--- src/rtl/sort_input_buffer.sv ---
// Entry buffer for the sorter: collects NUM_ENTRIES values, then holds the full set until accepted.
// Define INPUT_AUTO_INDEX_EN to replace one-hot sel addressing with an internal write index.
module sort_input_buffer #(
  parameter int unsigned NUM_ENTRIES = 4,
  parameter int unsigned DATA_W      = 4
) (
  input  logic                          clk,
  input  logic                          rst_n,
  input  logic                          load,
  input  logic [NUM_ENTRIES-1:0]        sel,
  input  logic [DATA_W-1:0]             din,
  output logic [NUM_ENTRIES*DATA_W-1:0] unsorted_nums,
  output logic [NUM_ENTRIES-1:0]        entry_valid,
  output logic                          out_valid,
  input  logic                          out_ready,
  output logic                          err_sel,
  output logic                          load_drop
);

  typedef enum logic [0:0] {StFill, StFull} state_e;

  state_e                          state_q, state_d;
  logic [NUM_ENTRIES*DATA_W-1:0]   data_q, data_d;
  logic [NUM_ENTRIES-1:0]          valid_q, valid_d;
  logic [NUM_ENTRIES-1:0]          wr_sel;
  logic                            wr_ok;
  logic                            err_q, err_d;
  logic                            drop_q, drop_d;

`ifdef INPUT_AUTO_INDEX_EN
  localparam int unsigned IdxW = (NUM_ENTRIES > 1) ? $clog2(NUM_ENTRIES) : 1;

  logic [IdxW-1:0] idx_q, idx_d;
  logic            unused_sel;

  assign unused_sel = ^sel;
  assign wr_ok      = 1'b1;

  always_comb begin
    wr_sel = '0;
    for (int unsigned i = 0; i < NUM_ENTRIES; i++) begin
      wr_sel[i] = (idx_q == IdxW'(i));
    end
  end
`else
  assign wr_sel = sel;
  // Exactly one bit set: non-zero and clearing the lowest set bit leaves zero.
  assign wr_ok  = (sel != '0) && ((sel & (sel - NUM_ENTRIES'(1))) == '0);
`endif

  always_ff @(posedge clk or negedge rst_n) begin
    if (!rst_n) begin
      state_q <= StFill;
    end else begin
      state_q <= state_d;
    end
  end

  always_comb begin
    state_d = state_q;
    data_d  = data_q;
    valid_d = valid_q;
    err_d   = 1'b0;
    drop_d  = 1'b0;
`ifdef INPUT_AUTO_INDEX_EN
    idx_d   = idx_q;
`endif
    unique case (state_q)
      StFill: begin
        if (load) begin
          if (wr_ok) begin
            for (int unsigned i = 0; i < NUM_ENTRIES; i++) begin
              if (wr_sel[i]) data_d[i*DATA_W +: DATA_W] = din;
            end
            valid_d = valid_q | wr_sel;
`ifdef INPUT_AUTO_INDEX_EN
            idx_d   = idx_q + IdxW'(1);
`endif
            if (&valid_d) state_d = StFull;
          end else begin
            err_d = 1'b1;
          end
        end
      end
      StFull: begin
        drop_d = load;
        // Slot data is kept across the handshake; only the valid map is cleared.
        if (out_ready) begin
          valid_d = '0;
          state_d = StFill;
`ifdef INPUT_AUTO_INDEX_EN
          idx_d   = '0;
`endif
        end
      end
      default: state_d = StFill;
    endcase
  end

  always_ff @(posedge clk or negedge rst_n) begin
    if (!rst_n) begin
      data_q  <= '0;
      valid_q <= '0;
      err_q   <= 1'b0;
      drop_q  <= 1'b0;
`ifdef INPUT_AUTO_INDEX_EN
      idx_q   <= '0;
`endif
    end else begin
      data_q  <= data_d;
      valid_q <= valid_d;
      err_q   <= err_d;
      drop_q  <= drop_d;
`ifdef INPUT_AUTO_INDEX_EN
      idx_q   <= idx_d;
`endif
    end
  end

  always_comb begin
    unsorted_nums = data_q;
    entry_valid   = valid_q;
    out_valid     = (state_q == StFull);
    err_sel       = err_q;
    load_drop     = drop_q;
  end

endmodule
--- config.mk ---
export PLATFORM = sky130hd
export DESIGN_NAME = sort_input_buffer
export DESIGN_NICKNAME = d
export VERILOG_FILES = /design/src/rtl/sort_input_buffer.sv
export SDC_FILE = /design/constraint.sdc
export NUM_CORES = 1
export LEC_CHECK = 0
export ABC_AREA = 1
export CORE_ASPECT_RATIO = 0.75
export CORE_MARGIN = 5
export CORE_UTILIZATION = 41
export CTS_BUF_LIST = sky130_fd_sc_hd__clkbuf_8
export DETAILED_ROUTE_END_ITERATION = 16
export PLACE_DENSITY = 0.73
export RECOVER_POWER = 100
export REMOVE_ABC_BUFFERS = 1
export SYNTH_ARGS = -nofsm -noshare
export SYNTH_HDL_FRONTEND = slang
export SYNTH_SLANG_ARGS = --single-unit
export TNS_END_PERCENT = 1
--- constraint.sdc ---
create_clock -name clk -period 1.1 [get_ports clk]
set_input_delay 0.33 -clock clk [delete_from_list [all_inputs] [get_ports clk]]
set_output_delay 0.33 -clock clk [all_outputs]
set_load 0.005 [all_outputs]
# Word-level counts from Yosys, hierarchy flattened
# Index checks and enable logic that the tools add are counted.
dict set report totals {
  elab_cells 37
  reg_bits 23
  out_inout_bits 23
}
dict set report op_classes {
  eq_ne 3
  n_mux 13
  n_addsub 1
  reduce_logical 9
  bitwise_logic 3
}
# cell count
set ops {}
lappend ops {{$reduce_and A4 Y1} 5}
lappend ops {{$mux W4} 3}
lappend ops {{$mux W1} 8}
lappend ops {{$pmux W4 S2} 1}
lappend ops {{$ne A2 B2 Y1 const B} 3}
lappend ops {{$and A4 B4 Y4} 1}
lappend ops {{$logic_not A4 Y1} 1}
lappend ops {{$or A4 B4 Y4} 1}
lappend ops {{$reduce_bool A4 Y1} 1}
lappend ops {{$sub A4 B1 Y4 const B} 1}
lappend ops {{$reduce_and A3 Y1} 1}
lappend ops {{$pmux W1 S2} 1}
lappend ops {{$logic_and A1 B1 Y1} 1}
lappend ops {{$not A1 Y1} 1}

# Logic depth before layout (Yosys ltp)
dict set report depth {
  ltp_word 7
  ltp_mapped 8
  depth_no_buf 8
}

# Worst setup path before layout
# No wires, ideal clock.
dict set report synth_path {
  kind {register -> register}
  start {reg state_q (netlist: out_valid)}
  end {reg data_q[0] (netlist: unsorted_nums[0])}
  setup_ns 0.124
  arrival_time_ns 0.966
  path_stages_with_launch 6
  setup_slack_ns 0.010
  t_required_ns 0.976
  cell_sequence {dfrtp_1 -> nor2_2 -> inv_2 -> buf_4 -> o21ai_0 -> nand2_1}
}
dict set report synth_via {
  elab_chain_len 2
}
# element line
set synth_lines {}
lappend synth_lines {{start: declaration} 22} ;# state_e state_q, state_d;
lappend synth_lines {{start signal: assignment} 53} ;# state_q <= StFill;
lappend synth_lines {{start signal: assignment} 55} ;# state_q <= state_d;
lappend synth_lines {{$not A1 Y1 (no line)} n/a}
lappend synth_lines {{$reduce_and A4 Y1 (no line)} n/a}
lappend synth_lines {{end signal: assignment} 110} ;# data_q <= data_d;
lappend synth_lines {{end: declaration} 23} ;# logic [NUM_ENTRIES*DATA_W-1:0] data_q, data_d;
# Every way passes these cells.
# A chain may end at the register's enable or synchronous reset.

# Final worst setup path
dict set report layout_path {
  start {reg state_q (netlist: out_valid)}
  end {out out_valid}
}
# element line
set layout_lines {}
lappend layout_lines {{end: declaration} 14} ;# output logic out_valid,
# No word-level cell between the ends.

==> metrics.yaml <==
vias: 1022
antenna_found_initial: 0
syn_inst: 122
clk_path_buf_depth: 2
grt_pass1_vias: 943
wirelength_um: 2629
syn_area_per_cell_um2: 8.369
hold_path_depth: 3
ys_ff_latch: 23
die_w_um: 67.62
portBuffers: 34
start_util_pct: 43.52
cp_slowest_stage_delay_ns: 0.42
synthDistinctLibCells: 16
final_area_um2: 1506
drive_gt1_share_pct: 38.33
finalCritPeriodShare_pct: 104.9
power_leakage_nw: 0.8131
cp-end-kind: "primary output"
diodes: 0
power.density_nw_per_um2: 1940
finalSetupViolations: 7
hold_path_class: "primary input to flip-flop"
timing.hold.ws_ns: 0.4179
first_pass_iters: 4
crit_chain: "buf_2"
crit_type: "flip-flop to primary output"
finClkSkew_ns: 0.004430
synthToLayoutAreaGrowth_pct: 47.55
placed_area_um2: 1486
max_cap_viol_count: 0
status: "finished, violations left"
grt_max_degree: 24
ios: 35
rsz0062_at_grt: "true"
worst-path-stages: 1
cts_hold_buf: 0
power_w: 0.002922
clk_latency_ns: 0.26
gr-total-overflow: 0
worst_ep_required_time_ns: 0.77
htree_levels: 1
max_slew_margin_pct: 62.30
place_congestion: 0.7677
ir_drop_v: 0.0009769
fp.dieH_um: 53.22
avgViaCountPerCell: 4.776
crit_path_start_kind: "flip-flop"
slowest_stage: "dfrtp_1"
grt_first_pass_wirelength_um: 4443
r2r_cells: 5
cp_max_fo: 3
hold_viol: 0
worst_slack_ns: -0.05434
cts_tree: "built"
clock_sinks: 23
worst-path-buf-inv: 1
ant_nets: 0
route.detailed.drc: 0
period_minus_slack_ns: 1.154
wl_per_cell_um: 12.29
crit_family: "flip-flops"
grtUsageTotal_pct: 17.28
rows: 15
syn-cell-area_um2: 1021
worst_slew_pin_slew_ns: 0.5655
clk_pin_slew_ns: 0.08
yosysWarnings: 0
drt_iter0_drc: 50
nets: 193
core_um2: 2346
yosysSeqAreaShare_pct: 56.37
cts_buffers: 3
fmax_mhz: 866.3
fin_util_pct: 64.21
violations: "setup timing"
dp_hpwl_um: 1923
slew_viol_final: 0
die-area_um2: 3598
crit_arrival_ns: 0.82
cts-root-buf: "clkbuf_8"
cell families after synthesis:
kind of cell	count (synthesis)	synth area share (%)
compound gates	18	9.069
buf+inv	10	4.167
flops	23	56.37
simple gates	71	30.39
flip-flops by register name, summed over array words and instances (netlist names):
signal	flops
out_valid	1
unsorted_nums	16
entry_valid	4
load_drop	1
err_sel	1
synth_stat cells:
cell type  number  share of area, %
dfrtp_1        23                56
o21ai_0        12               5.9
inv_2           2              0.74
o21ai_1         4               2.0
o21bai_1        1              0.74
nor2_1          3               1.1
buf_2           1              0.49
a21oi_1         1              0.49
nor2_4          2               2.2
buf_4           1              0.74
nand4_1         5               3.1
or2_2           4               2.5
nand2_1        54                20
nor2_2          2               1.2
nand3_1         1              0.49
inv_1           6               2.2
power breakdown:
part           internal [W]  total [W]  switching, W  leakage [nW]
combinational      0.000636    0.00118      0.000544         0.500
clock              0.000249   0.000497      0.000248        0.0269
sequential          0.00111    0.00124      0.000132         0.286
final cells by class:
cell class | instances | area [µm²]
clock buffer | 3 | 41.29
clock inverter | 1 | 3.754
fill | 209 | 839.6
inverter | 8 | 37.54
multi-input combinational | 89 | 434.2
sequential | 23 | 575.6
tap | 34 | 42.54
timing repair buffer | 55 | 360.3
timing repair inverter | 1 | 11.26
what timing repair did:
action	in CTS	in global routing
gates resized for setup	115	15
setup endpoints to repair	45	44
gates cloned	1	0
hold endpoints to repair	0	0
setup buffers	7	3
pin swaps	10	6
metal layers:
| metal | GRT usage [%] | vias up | wire length (µm) |
|---|---|---|---|
| li1 | - | 510 | - |
| met1 | 23.22 | 466 | 1225 |
| met2 | 25.36 | 37 | 1151 |
| met3 | 4.671 | 9 | 145 |
| met4 | 8.754 | 0 | 107 |
| met5 | 0 | - | 0 |
worst paths after layout:
check | start | to | slack [ns]
min in group asynchronous | rst_n | unsorted_nums[9] | 0.51
worst max register to register | out_valid | unsorted_nums[9] | 0.03
worst min register to register | unsorted_nums[6] | unsorted_nums[6] | 0.49
max in group asynchronous | rst_n | unsorted_nums[14] | 0.21
worst max-delay path | out_valid | out_valid | -0.05
worst min-delay path | load | load_drop | 0.42
placed cells by master, fill, tap and decap left out, drive strengths merged:
| master | netlist | layout |
|---|---|---|
| nand4 | 5 | 5 |
| clkbuf | 0 | 16 |
| nor2 | 7 | 7 |
| a21oi | 1 | 1 |
| o21ai | 16 | 16 |
| nand3 | 1 | 1 |
| dfrtp | 23 | 23 |
| clkdlybuf4s50 | 0 | 6 |
| or2 | 4 | 4 |
| inv | 8 | 10 |
| dlygate4sd2 | 0 | 1 |
| o21bai | 1 | 1 |
| buf | 2 | 35 |
| nand2 | 54 | 54 |
metrics by stage:
| stage | worst slack [ns] | instances | setup TNS [ns] |
|---|---|---|---|
| after floorplan | 0.01496 | 120 | 0 |
| after global placement | -0.4840 | 199 | -11.10 |
| after detailed placement | -0.5522 | 199 | -12.06 |
| after CTS | -0.07932 | 211 | -0.6665 |
| after global routing | -0.09835 | 214 | -1.296 |
| final | -0.05434 | 214 | -0.09987 |
Power figures use the tool's default switching activity.
